[config.mk]
export PLATFORM = sky130hd
export DESIGN_NAME = dispatch_16_32bits
export DESIGN_NICKNAME = d
export VERILOG_FILES = /design/src/rtl/dispatch_16_32bits.sv
export SDC_FILE = /design/constraint.sdc
export NUM_CORES = 1
export LEC_CHECK = 0
export BUFFER_PORTS_ARGS = -buffer_cell sky130_fd_sc_hd__buf_2
export CAP_MARGIN = 20
export CORE_MARGIN = 10
export CORE_UTILIZATION = 45
export DETAILED_ROUTE_END_ITERATION = 10
export GPL_ROUTABILITY_DRIVEN = 0
export MAX_ROUTING_LAYER = met4
export PLACE_DENSITY = 0.71
export SLEW_MARGIN = 15
export SYNTH_ARGS = -nofsm -noshare
export SYNTH_HDL_FRONTEND = slang
export SYNTH_SLANG_ARGS = --single-unit
[constraint.sdc]
create_clock -name clock -period 13.32 [get_ports clock]
set_clock_uncertainty 0.2 [all_clocks]
set_input_delay 0.666 -clock clock [delete_from_list [all_inputs] [get_ports clock]]
set_output_delay 0.666 -clock clock [all_outputs]
set_load 0.02 [all_outputs]
[src/rtl/dispatch_16_32bits.sv]
// 1:16 write distributor: steers one 32-bit input word into one of sixteen
// holding registers, each with its own valid/ack handshake and an occupancy count.
module dispatch_16_32bits (
  input  logic        clock,
  input  logic        reset,
  input  logic        in_valid,
  output logic        in_ready,
  input  logic [3:0]  in_select,
  input  logic [31:0] in_data,
  output logic [31:0] out0,
  output logic [31:0] out1,
  output logic [31:0] out2,
  output logic [31:0] out3,
  output logic [31:0] out4,
  output logic [31:0] out5,
  output logic [31:0] out6,
  output logic [31:0] out7,
  output logic [31:0] out8,
  output logic [31:0] out9,
  output logic [31:0] out10,
  output logic [31:0] out11,
  output logic [31:0] out12,
  output logic [31:0] out13,
  output logic [31:0] out14,
  output logic [31:0] out15,
  output logic [15:0] out_valid,
  input  logic [15:0] out_ack,
  output logic [4:0]  busy_count
);

  logic [31:0] slot_q [16];
  logic        accept;
  logic [15:0] valid_next;
  logic [4:0]  count_next;

  // A slot can take a new word if empty, or if its consumer drains it this same edge.
  assign in_ready = ~out_valid[in_select] | out_ack[in_select];
  assign accept   = in_valid & in_ready;

  always_comb begin
    valid_next = out_valid & ~out_ack;
    if (accept) valid_next[in_select] = 1'b1;
    count_next = '0;
    for (int unsigned i = 0; i < 16; i++) begin
      count_next = count_next + 5'(valid_next[i]);
    end
  end

  always_ff @(posedge clock or negedge reset) begin
    if (!reset) begin
      for (int unsigned i = 0; i < 16; i++) slot_q[i] <= '0;
      out_valid  <= '0;
      busy_count <= '0;
    end else begin
      if (accept) slot_q[in_select] <= in_data;
      out_valid  <= valid_next;
      busy_count <= count_next;
    end
  end

  assign out0  = slot_q[0];
  assign out1  = slot_q[1];
  assign out2  = slot_q[2];
  assign out3  = slot_q[3];
  assign out4  = slot_q[4];
  assign out5  = slot_q[5];
  assign out6  = slot_q[6];
  assign out7  = slot_q[7];
  assign out8  = slot_q[8];
  assign out9  = slot_q[9];
  assign out10 = slot_q[10];
  assign out11 = slot_q[11];
  assign out12 = slot_q[12];
  assign out13 = slot_q[13];
  assign out14 = slot_q[14];
  assign out15 = slot_q[15];

endmodule

== Word-level counts from Yosys, hierarchy flattened ==
Cells that the tools add are included.

* Bits in registers: 533
* Output and inout port bits: 534

* Magnitude comparators: 4
* Reduce and logical (&&, ||, !) cells: 2
* Muxes and demuxes: 10
* Bitwise logic cells: 7
* Add/subtract/negate cells: 15

{| class="wikitable"
|+ Operators by type and width
! operator !! number
|-
| $bwmux W512 || 1
|-
| $demux W32 S4 || 1
|-
| $add A5 B1 Y5 || 11
|-
| $mux W32 || 1
|-
| $and A16 B16 Y16 || 1
|-
| $mux W16 || 1
|-
| $not A16 Y16 || 1
|-
| $or A16 B16 Y16 || 1
|-
| $bmux W1 S4 || 2
|-
| $add A4 B1 Y5 || 1
|-
| $ge A5 B5 Y1 const B || 1
|-
| $lt A4 B5 Y1 const B || 1
|-
| $lt A5 B1 Y1 const B || 1
|-
| $not A4 Y5 || 1
|-
| $add A3 B1 Y4 || 1
|-
| $demux W1 S4 || 1
|-
| $ge A4 B1 Y1 const B || 1
|-
| $add A2 B1 Y3 || 1
|-
| $mux W1 || 3
|-
| $add A1 B1 Y2 || 1
|-
| $logic_and A1 B1 Y1 || 2
|-
| $and A1 B1 Y1 || 1
|-
| $not A1 Y1 || 1
|-
| $or A1 B1 Y1 || 1
|}

== Depth between registers and ports, before layout ==
Gate-level depths: netlist of the first run.

* Depth in word-level cells: 21
* Gate-level depth with buffers: 18
* Depth with buffers taken out: 15

== Worst setup path before layout of the first run ==
No wires, ideal clock.

* Path kind: input-to-reg
* Start: input port in_select[0]
* End: register busy_count[4]
* Buffers on the path: 3
* Stages: 18
* Data arrival time: 5.162 ns
* Setup slack: 7.839 ns
* Setup time: 0.119 ns
* Path through: buf_2 -> mux4_2 -> mux2_2 -> buf_4 -> o21ai_2 -> buf_4 -> o21a_1 -> fa_1 -> inv_1 -> fa_1 -> fa_1 -> inv_1 -> fa_1 -> inv_1 -> ha_1 -> fa_1 -> a21oi_1 -> nor2b_1

* Cells in the longest elaborated chain, start to end: 21
* Elaborated cells on any way between the ends: 29

{| class="wikitable"
|+ RTL lines
! item !! line !! RTL
|-
| start, declared || 8 || <nowiki>input logic [3:0] in_select,</nowiki>
|-
| $lt A4 B5 Y1 (implied by the code) (tied with other cells) || 42 || <nowiki>if (accept) valid_next[in_select] = 1'b1;</nowiki>
|-
| $logic_and A1 B1 Y1 (implied by the code) or $mux W1 (tied branches) || 42, 37 ||
|-
| $mux W1 (implied by the code) or $not A1 Y1 (tied branches) || 42, 37 ||
|-
| $demux W1 S4 or $or A1 B1 Y1 (tied branches) || 42, 37 ||
|-
| $or A16 B16 Y16 (no source line) or $and A1 B1 Y1 (tied branches) || n/a ||
|-
| $mux W16 (*) || 42 ||
|-
| $add A1 B1 Y2 || 45 || <nowiki>count_next = count_next + 5'(valid_next[i]);</nowiki>
|-
| $add A2 B1 Y3 || 45 ||
|-
| $add A3 B1 Y4 || 45 ||
|-
| $add A4 B1 Y5 || 45 ||
|-
| $add A5 B1 Y5 (10 in a row) || 45 ||
|-
| $add A5 B1 Y5 (*) || 45 ||
|-
| via count_next[4] || 34 || <nowiki>logic [4:0] count_next;</nowiki>
|-
| end signal, assigned || 57 || <nowiki>busy_count <= count_next;</nowiki>
|-
| end, declared || 28 || <nowiki>output logic [4:0] busy_count</nowiki>
|}

Mark *: on every way through the listed nets, which the timed path passes. The rest lies on a longest branch. The select of a mux whose other input is x is not followed.
A chain may end at the register's enable or synchronous reset.

== Worst setup path after layout of the first run ==
Ends and elaborated chain as after synthesis.

==> summary.md, run 1 <==
| Metric | Value |
|---|---|
| CP Data Arrival Time | `5960 ps` |
| CP required | `13590 ps` |
| Post-synth EDFFs | `0` |
| Least-Margin Pin Slew | `1150 ps` |
| Fin. max-slew vios | `0` |
| Count leader, synth | `dfrtp_1` |
| Synth cell types | `36` |
| Post-route DRC violation count | `0` |
| Initial Utilization | `45.6%` |
| Worst R2R Path Depth | `15` |
| Largest net degree at the start of global routing | `118` |
| Total negative slack | `0 ps` |
| Area grow syn2layout | `25.9%` |
| R2R Path End | `busy_count[4]` |
| Final hold vios | `0` |
| Status | `complete, no violations` |
| Leakage Power | `13.0 nW` |
| Vias in the first global route | `14.4k` |
| Synth Area in Simple Gates | `1.20%` |
| Post-Synth Adder-Cell Area | `1.27%` |
| Fillers | `3633` |
| Max_slew headroom | `23.5%` |
| Pwr/cell area | `205 nW/um^2` |
| Post-Synth XOR/XNOR Area | `0.0847%` |
| Prevailing post-synth register cell | `dfrtp_1` |
| Root Buffer | `clkbuf_16` |
| Post-synth top area cell | `dfrtp_1` |
| Pwr Total | `5.33 mW` |
| Final worst path period share | `42.7%` |
| I/O Buffers | `588` |
| CTS max path bufs | `3` |
| Synthesized area per cell | `16.4 um^2` |
| Post-detailed-route via-to-cell ratio | `5.35` |
| Flop2flop setup slack | `7850 ps` |
| Reg2Reg Launch Point | `out_valid[1]` |
| First-pass GRT wire length | `96500 um` |
| Tot GR Track Use | `24.5%` |
| Detailed router's first-iteration violation count | `787` |
| Cell row count | `78` |
| Via count | `13.3k` |
| Peak supply drop | `0.167 mV` |
| Initial antenna violation count | `3` |
| Total die area | `54900 um^2` |
| Post-detail-place hpwl | `47300 um` |
| Synth Area in Compound Gates | `1.04%` |
| Post-Layout Cell Count | `2477` |
| Syn Std Cell Area | `20700 um^2` |
| Worst setup margin | `7640 ps` |
| Clk sinks | `533` |
| Fmax | `176 MHz` |
| Share of cells above drive strength 1 | `65.6%` |
| CP max FO | `34` |
| Count of final setup violators | `0` |
| Die Ht | `234 um` |
| Mux contribution to synthesized area | `29.2%` |
| Post-layout util | `57.4%` |
| Post-Place Cells | `2377` |
| Min Tclk post-route | `5680 ps` |
| Routed Antenna Nets | `0` |
| Post-place instance area | `24100 um^2` |
| CP Class | `primary input to flip-flop` |
| Critical Path Start | `in_select[0]` |
| Commonest cells in the netlist | `dfrtp_1 (533), mux2_2 (485), clkbuf_1 (47), mux2_4 (28), inv_1 (24)` |
| Ys async rst share | `100%` |
| Hold Slack | `91.4 ps` |
| Post-Synthesis Net Count | `1332` |
| Grt ovf | `0` |
| Core ar. | `45400 um^2` |
| H-Tree Depth | `2` |
| Pre-CTS setup slack | `7000 ps` |
| Final net count | `1906` |
| Total Routed Length | `67200 um` |
| Synth area leaders | `dfrtp_1 (64%), mux2_2 (26%), mux2_4 (2.0%)` |
| # IOs | `589` |
| WL per Instance | `27.1 um` |
| CTS buffer count | `54` |
| Clk_lat worst skew | `590 ps` |
| Crit end category | `flip-flop` |
| Synthesis-stage register bit count | `533` |
| Die Wd | `234 um` |
| Mapped Cells | `1262` |
| End point of the critical path | `busy_count[4]` |
| Main combinational cell family by area after synthesis | `multiplexers` |
| Post-route cell area | `26000 um^2` |
| 1st-pass router iterations | `4` |
| RSZ-0062 raised after global routing | `no` |
| TritonCTS clock tree | `yes` |
| Worst-path clk slew | `60 ps` |
| Post-synth top area share | `64.5%` |
| Min-delay worst type | `primary input to flip-flop` |
| Sequential fraction of the synthesis area | `64.5%` |
| Max-cap violations | `0` |
| Post CTS Setup Buffer Count | `0` |
| Ys Warns | `0` |
| Critical Path Source Type | `primary input` |
logic make-up after synthesis:
logic type,after synthesis
flip-flops,533
multiplexers,522
XOR/XNOR,2
buffers and inverters,115
AND/OR/NAND/NOR,43
adder cells (fa/ha/maj),15
AO/OA/AOI/OAI,32
layer usage:
metal	wire, um	GRT usage [%]	vias up
li1	-	-	5577
met1	25200	27.6	7016
met2	33300	40.5	533
met3	5960	7.38	130
met4	2660	9.49	0
met5	0	-	-
power breakdown:
| part | leakage (nW) | total, mW | switching [mW] | internal [mW] |
|---|---|---|---|---|
| sequential | 6.58 | 2.23 | 0.216 | 2.01 |
| combinational | 5.53 | 1.54 | 0.966 | 0.576 |
| clock | 0.899 | 1.56 | 0.631 | 0.929 |
worst min-delay path by stage:
| stage | from | endpoint | slack [ps] | cells past startpoint |
|---|---|---|---|---|
| 5_1_grt | out_ack[6] | out_valid[6] | 80 | 2 |
| 3_5_place_dp | out14[24] | out14[24] | 290 | 1 |
| 4_1_cts | out_ack[6] | out_valid[6] | 50 | 2 |
| 2_1_floorplan | reset | busy_count[0] | 170 | 0 |
| 3_3_place_gp | out7[2] | out7[2] | 280 | 1 |
| 6_report | out_ack[6] | out_valid[6] | 90 | 2 |
what timing repair did:
action                    in CTS  in global routing
gates resized for setup        0                  0
hold endpoints to repair      55                  0
hold buffers                   1                  0
layout make-up:
class	instances	area, um^2	share of cell area (%)
flip-flops and latches	533	13300	51.2
well taps	600	751	2.88
multi-input cells	614	6880	26.4
clock inverters	20	239	0.917
clock buffers	76	1600	6.13
repair buffers	609	3150	12.1
diodes	1	2.50	0.00961
inverters	24	90.1	0.346
critical path, stage by stage:
cell	delay (ps)
buf_2	340
mux4_2	550
mux2_2	450
o21ai_4	190
buf_4	510
o21a_1	250
fa_1	460
inv_1	90
fa_1	440
fa_1	540
inv_1	50
fa_1	510
inv_1	50
ha_1	220
fa_1	420
a21oi_1	160
nor2b_1	60
placed cells by master (no fill, tap or decap), types with 4 or more instances in the layout:
cell        instances
clkinvlp_4          4
mux2_2            485
mux4_2              5
o21a_1              6
o21ai_4             7
bufinv_16           5
nand2_1             4
buf_4              18
o21ai_0            11
buf_2             587
mux2_4             28
clkbuf_1            9
clkinv_2           10
inv_1              24
clkbuf_8           10
nor2_1              8
fa_1               10
clkbuf_16          57
dfrtp_1           533
ha_1                5
nand2b_1           10
Power figures use the tool's default switching activity.
==> run 2, diff against run 1 <==
==> constraint.sdc (replaced) <==
create_clock -name clock -period 5.3 [get_ports clock]
set_clock_uncertainty 0.2 [all_clocks]
set_input_delay 0.265 -clock clock [delete_from_list [all_inputs] [get_ports clock]]
set_output_delay 0.265 -clock clock [all_outputs]
set_load 0.02 [all_outputs]
==> summary.md, run 2 (synthesized netlist as in run 1, its figures left out) <==
| Metric | Value |
|---|---|
| Status | `complete, no violations` |
| Min Tclk post-route | `4960 ps` |
| Tot GR Track Use | `24.2%` |
| Share of cells above drive strength 1 | `64.7%` |
| Grt ovf | `0` |
| Clk sinks | `533` |
| Peak supply drop | `0.355 mV` |
| Hold Path Origin | `in_data[26]` |
| First-pass GRT wire length | `96300 um` |
| CP required | `5580 ps` |
| Critical Path Source Type | `primary input` |
| Via count | `13.5k` |
| Die Wd | `234 um` |
| Leakage Power | `13.1 nW` |
| CTS Hold Buffers Added | `24` |
| WL per Instance | `26.4 um` |
| Reg2Reg Launch Point | `out_valid[4]` |
| CP Class | `primary input to flip-flop` |
| Final net count | `1932` |
| Largest net degree at the start of global routing | `153` |
| Crit end category | `flip-flop` |
| CP Data Arrival Time | `5240 ps` |
| 1st-pass router iterations | `5` |
| Most frequent cells in the layout | `buf_2 (587), dfrtp_1 (533), mux2_2 (485), clkbuf_16 (55), mux2_4 (28)` |
| Post-detailed-route via-to-cell ratio | `5.39` |
| Fillers | `3601` |
| TritonCTS clock tree | `yes` |
| Final worst path period share | `93.6%` |
| Fin. max-slew vios | `0` |
| Vias in the first global route | `14.6k` |
| CTS buffer count | `55` |
| Detailed router's first-iteration violation count | `780` |
| H-Tree Depth | `2` |
| Critical Path Start | `out_ack[5]` |
| Cell row count | `78` |
| Least-Margin Pin Slew | `882 ps` |
| Max-cap violations | `0` |
| Initial Utilization | `45.6%` |
| CTS resizes | `0` |
| Root Buffer | `clkbuf_16` |
| Area grow syn2layout | `26.7%` |
| Max_slew headroom | `41.2%` |
| Total die area | `54900 um^2` |
| Pwr/cell area | `505 nW/um^2` |
| Initial antenna violation count | `1` |
| Post-layout util | `57.8%` |
| Worst-path clk slew | `60 ps` |
| # IOs | `589` |
| I/O Buffers | `588` |
| Core ar. | `45400 um^2` |
| RSZ-0062 raised after global routing | `no` |
| Count of final setup violators | `0` |
| CTS max path bufs | `3` |
| Final hold vios | `0` |
| Fmax | `202 MHz` |
| Clk_lat worst skew | `590 ps` |
| Post-route DRC violation count | `0` |
| Most common cell after layout, fill and taps aside | `buf_2` |
| Post-detail-place hpwl | `46500 um` |
| Routed Antenna Nets | `0` |
| Post CTS Setup Buffer Count | `0` |
| CP max FO | `9` |
| Total Routed Length | `66000 um` |
| Total negative slack | `0 ps` |
| Min-delay worst type | `primary input to flip-flop` |
| Die Ht | `234 um` |
## run 2: cell count changes in the layout (fill, tap and decap cells not counted), moves of 2 or more
cell,previous run,this run
buf_16,2,0
clkbuf_1,9,11
clkbuf_8,10,17
inv_6,0,2
clkinvlp_4,4,1
clkbuf_16,57,55
dlygate4sd3_1,1,24
bufinv_16,5,2
buf_12,0,3
clkinv_2,10,4
## run 2: final cells by class
type,instances,area (um^2),share of cell area [%]
sequential,533,13300,50.9
multi-input combinational,614,6880,26.2
timing repair buffer,634,3400,13.0
clock buffer,83,1650,6.30
tap,600,751,2.86
clock inverter,9,105,0.401
inverter,24,90.1,0.344
antenna,1,2.50,0.00955
## run 2: final timing paths
check / end / slack [ps] / depth (start not counted)
max: busy_count[4] / 340 / 17
min: out6[26] / 8 / 2
max reg2reg: busy_count[4] / 390 / 15
min reg2reg: out6[12] / 300 / 1
max in group asynchronous: out6[27] / 3380 / 3
min in group asynchronous: out3[8] / 110 / 2
## run 2: through the flow
| step | total power [mW] | hold slack, ps | instance area [um^2] | setup slack, ps | std cells |
|---|---|---|---|---|---|
| after floorplan | 7.80 | -231 | 20700 | 220 | 1262 |
| after global placement | 9.43 | 165 | 24200 | 312 | 2381 |
| after detailed placement | 9.54 | 168 | 24200 | 237 | 2381 |
| after CTS | 13.3 | 2.64 | 26200 | 390 | 2497 |
| after global routing | 13.8 | 18.4 | 26200 | 163 | 2498 |
| final | 13.2 | 7.99 | 26200 | 342 | 2498 |
## run 2: worst max-delay path, stage by stage
cell and delay [ps]:
dlygate4sd3_1 540, buf_2 170, mux4_2 460, mux2_2 450
o21ai_4 210, o21a_1 190, fa_1 430, inv_1 90
fa_1 440, fa_1 540, inv_1 60, fa_1 500
inv_1 50, ha_1 220, fa_1 410, a21oi_1 160
nor2b_1 60
## run 2: routing by layer
layer	vias up	wire length (um)	track usage [%]
met4	0	2900	9.37
met3	168	6370	7.78
met2	621	31700	38.7
met5	-	0	-
li1	5629	-	-
met1	7057	24900	27.9
## run 2: power by group
part           total (mW)  switching (mW)  leakage (nW)  internal, mW
registers            5.58           0.527          6.58          5.06
logic                3.87            2.41          5.64          1.46
clock network        3.77            1.55         0.866          2.22
==> run 3, diff against run 2 <==
==> constraint.sdc (replaced) <==
create_clock -name clock -period 5.55 [get_ports clock]
set_clock_uncertainty 0.2 [all_clocks]
set_input_delay 0.2775 -clock clock [delete_from_list [all_inputs] [get_ports clock]]
set_output_delay 0.2775 -clock clock [all_outputs]
set_load 0.02 [all_outputs]
==> summary.md, run 3 (synthesized netlist as in run 1, its figures left out) <==
| Metric | Value |
|---|---|
| Status | `complete, no violations` |
| Initial Utilization | `45.6%` |
| Pwr Total | `12.5 mW` |
| Fmax | `202 MHz` |
| CTS resizes | `0` |
| Vias in the first global route | `14.7k` |
| Most common cell after layout, fill and taps aside | `buf_2` |
| Final worst path period share | `89.1%` |
| Routed Antenna Nets | `0` |
| Footprint of the multi-input gates | `6880 um^2` |
| CTS Hold Buffers Added | `21` |
| 1st-pass router iterations | `4` |
| Initial antenna violation count | `2` |
| RSZ-0062 raised after global routing | `no` |
| Post-Place Cells | `2380` |
| Post-layout util | `57.5%` |
| Worst path depth | `17` |
| Tot GR Track Use | `24.4%` |
| Post CTS Setup Buffer Count | `0` |
| Fin. max-slew vios | `0` |
| Post-route DRC violation count | `0` |
| Crit end category | `flip-flop` |
| Pre-CTS setup slack | `297 ps` |
| Hold Slack | `35.3 ps` |
| Crit-path leading delay family | `adder cells` |
| Fillers | `3647` |
| Post-place instance area | `24200 um^2` |
| Peak supply drop | `0.299 mV` |
| Share of cells above drive strength 1 | `64.5%` |
| Count of final setup violators | `0` |
| Worst R2R Path Depth | `15` |
| I/O Buffers | `588` |
| Clk sinks | `533` |
| Detailed router's first-iteration violation count | `941` |
| CP required | `5820 ps` |
| Root Buffer | `clkbuf_16` |
| Total negative slack | `0 ps` |
| Cells along the critical path | `dlygate4sd3_1 -> buf_2 -> mux4_2 -> mux2_2 -> o21ai_4 -> o21a_1 -> fa_1 -> inv_1 -> fa_1 -> fa_1 -> inv_1 -> fa_1 -> inv_1 -> ha_1 -> fa_1 -> a21oi_1 -> nor2b_1` |
| Via count | `13.3k` |
| H-Tree Depth | `2` |
| CP max stage cell | `fa_1` |
| # IOs | `589` |
| Total Routed Length | `66500 um` |
| Least-Margin Pin Slew | `951 ps` |
| Pwr/cell area | `479 nW/um^2` |
| Min Tclk post-route | `4950 ps` |
| CTS buffer count | `54` |
| Area grow syn2layout | `26.1%` |
| Post-detail-place hpwl | `46500 um` |
| Leakage Power | `13.0 nW` |
| Post-detailed-route via-to-cell ratio | `5.33` |
| Worst-path clk slew | `60 ps` |
| Reg2Reg Launch Point | `out_valid[15]` |
| Largest net degree at the start of global routing | `153` |
| Die Wd | `234 um` |
| WL per Instance | `26.6 um` |
| Max stage delay on crit path | `550 ps` |
| Min-delay worst type | `primary input to flip-flop` |
| CP Data Arrival Time | `5210 ps` |
| Final hold vios | `0` |
| Total die area | `54900 um^2` |
| Final net count | `1927` |
| Critical Path Source Type | `primary input` |
| TritonCTS clock tree | `yes` |
| Flop2flop setup slack | `700 ps` |
| Most frequent cells in the layout | `buf_2 (587), dfrtp_1 (533), mux2_2 (485), clkbuf_16 (55), mux2_4 (28)` |
| Most used cell, CP | `fa_1` |
| Hold depth | `2` |
| CTS max path bufs | `3` |
| CP Class | `primary input to flip-flop` |
| Hold path endpoint | `out4[4]` |
| Clk_lat worst skew | `580 ps` |
| FF+latch area | `13300 um^2` |
| Die Ht | `234 um` |
| First-pass GRT wire length | `97100 um` |
| Max-cap violations | `0` |
| CP max FO | `9` |
| Hold Path Origin | `in_data[4]` |
| Core ar. | `45400 um^2` |
| Post-route cell area | `26100 um^2` |
| R2R Path End | `busy_count[4]` |
| Max_slew headroom | `36.6%` |
| Cell row count | `78` |
| Grt ovf | `0` |
| Worst setup margin | `604 ps` |
| Buffers and inverters on the worst path | `5` |
| Post-Layout Cell Count | `2499` |
[run 3: worst max path at each step]
stage,from,to,slack [ps]
floorplan,in_select[0],busy_count[4],460
global placement,in_select[0],busy_count[4],380
detailed placement,in_select[0],busy_count[4],300
CTS,out_ack[15],busy_count[4],670
global route,out_ack[13],busy_count[4],460
finish,out_ack[13],busy_count[4],600
[run 3: final cells by class]
type,instances,area share [%]
Antenna cell,2,0.0192
Clock buffer,83,6.06
Clock inverter,13,0.379
Inverter,24,0.345
Multi-Input combinational cell,614,26.4
Sequential cell,533,51.1
Tap cell,600,2.88
Timing Repair Buffer,630,12.8
[run 3: per-layer routing]
layer | vias up | wire (um) | GRT usage, % | part of all wire (%)
met3 | 142 | 6520 | 7.81 | 9.8
met5 | - | 0 | - | 0
met4 | 0 | 2630 | 9.79 | 4.0
met1 | 6978 | 25100 | 28.0 | 38
met2 | 592 | 32300 | 39.4 | 49
li1 | 5604 | - | - | -
[run 3: worst reg2reg max path, cell delays in order (launching register included)]
cell,delay [ps]
dfrtp_1,400
mux4_2,510
mux2i_4,380
o21ai_4,90
o21a_1,140
fa_1,540
inv_1,50
fa_1,470
fa_1,550
inv_1,50
fa_1,500
inv_1,40
ha_1,210
fa_1,400
a21oi_1,140
nor2b_1,70
[run 3: power by group]
group          total, mW  switching [mW]  internal, mW
registers           5.32           0.494          4.83
clock network       3.47            1.48          2.00
logic               3.71            2.32          1.39
total               12.5            4.29          8.21
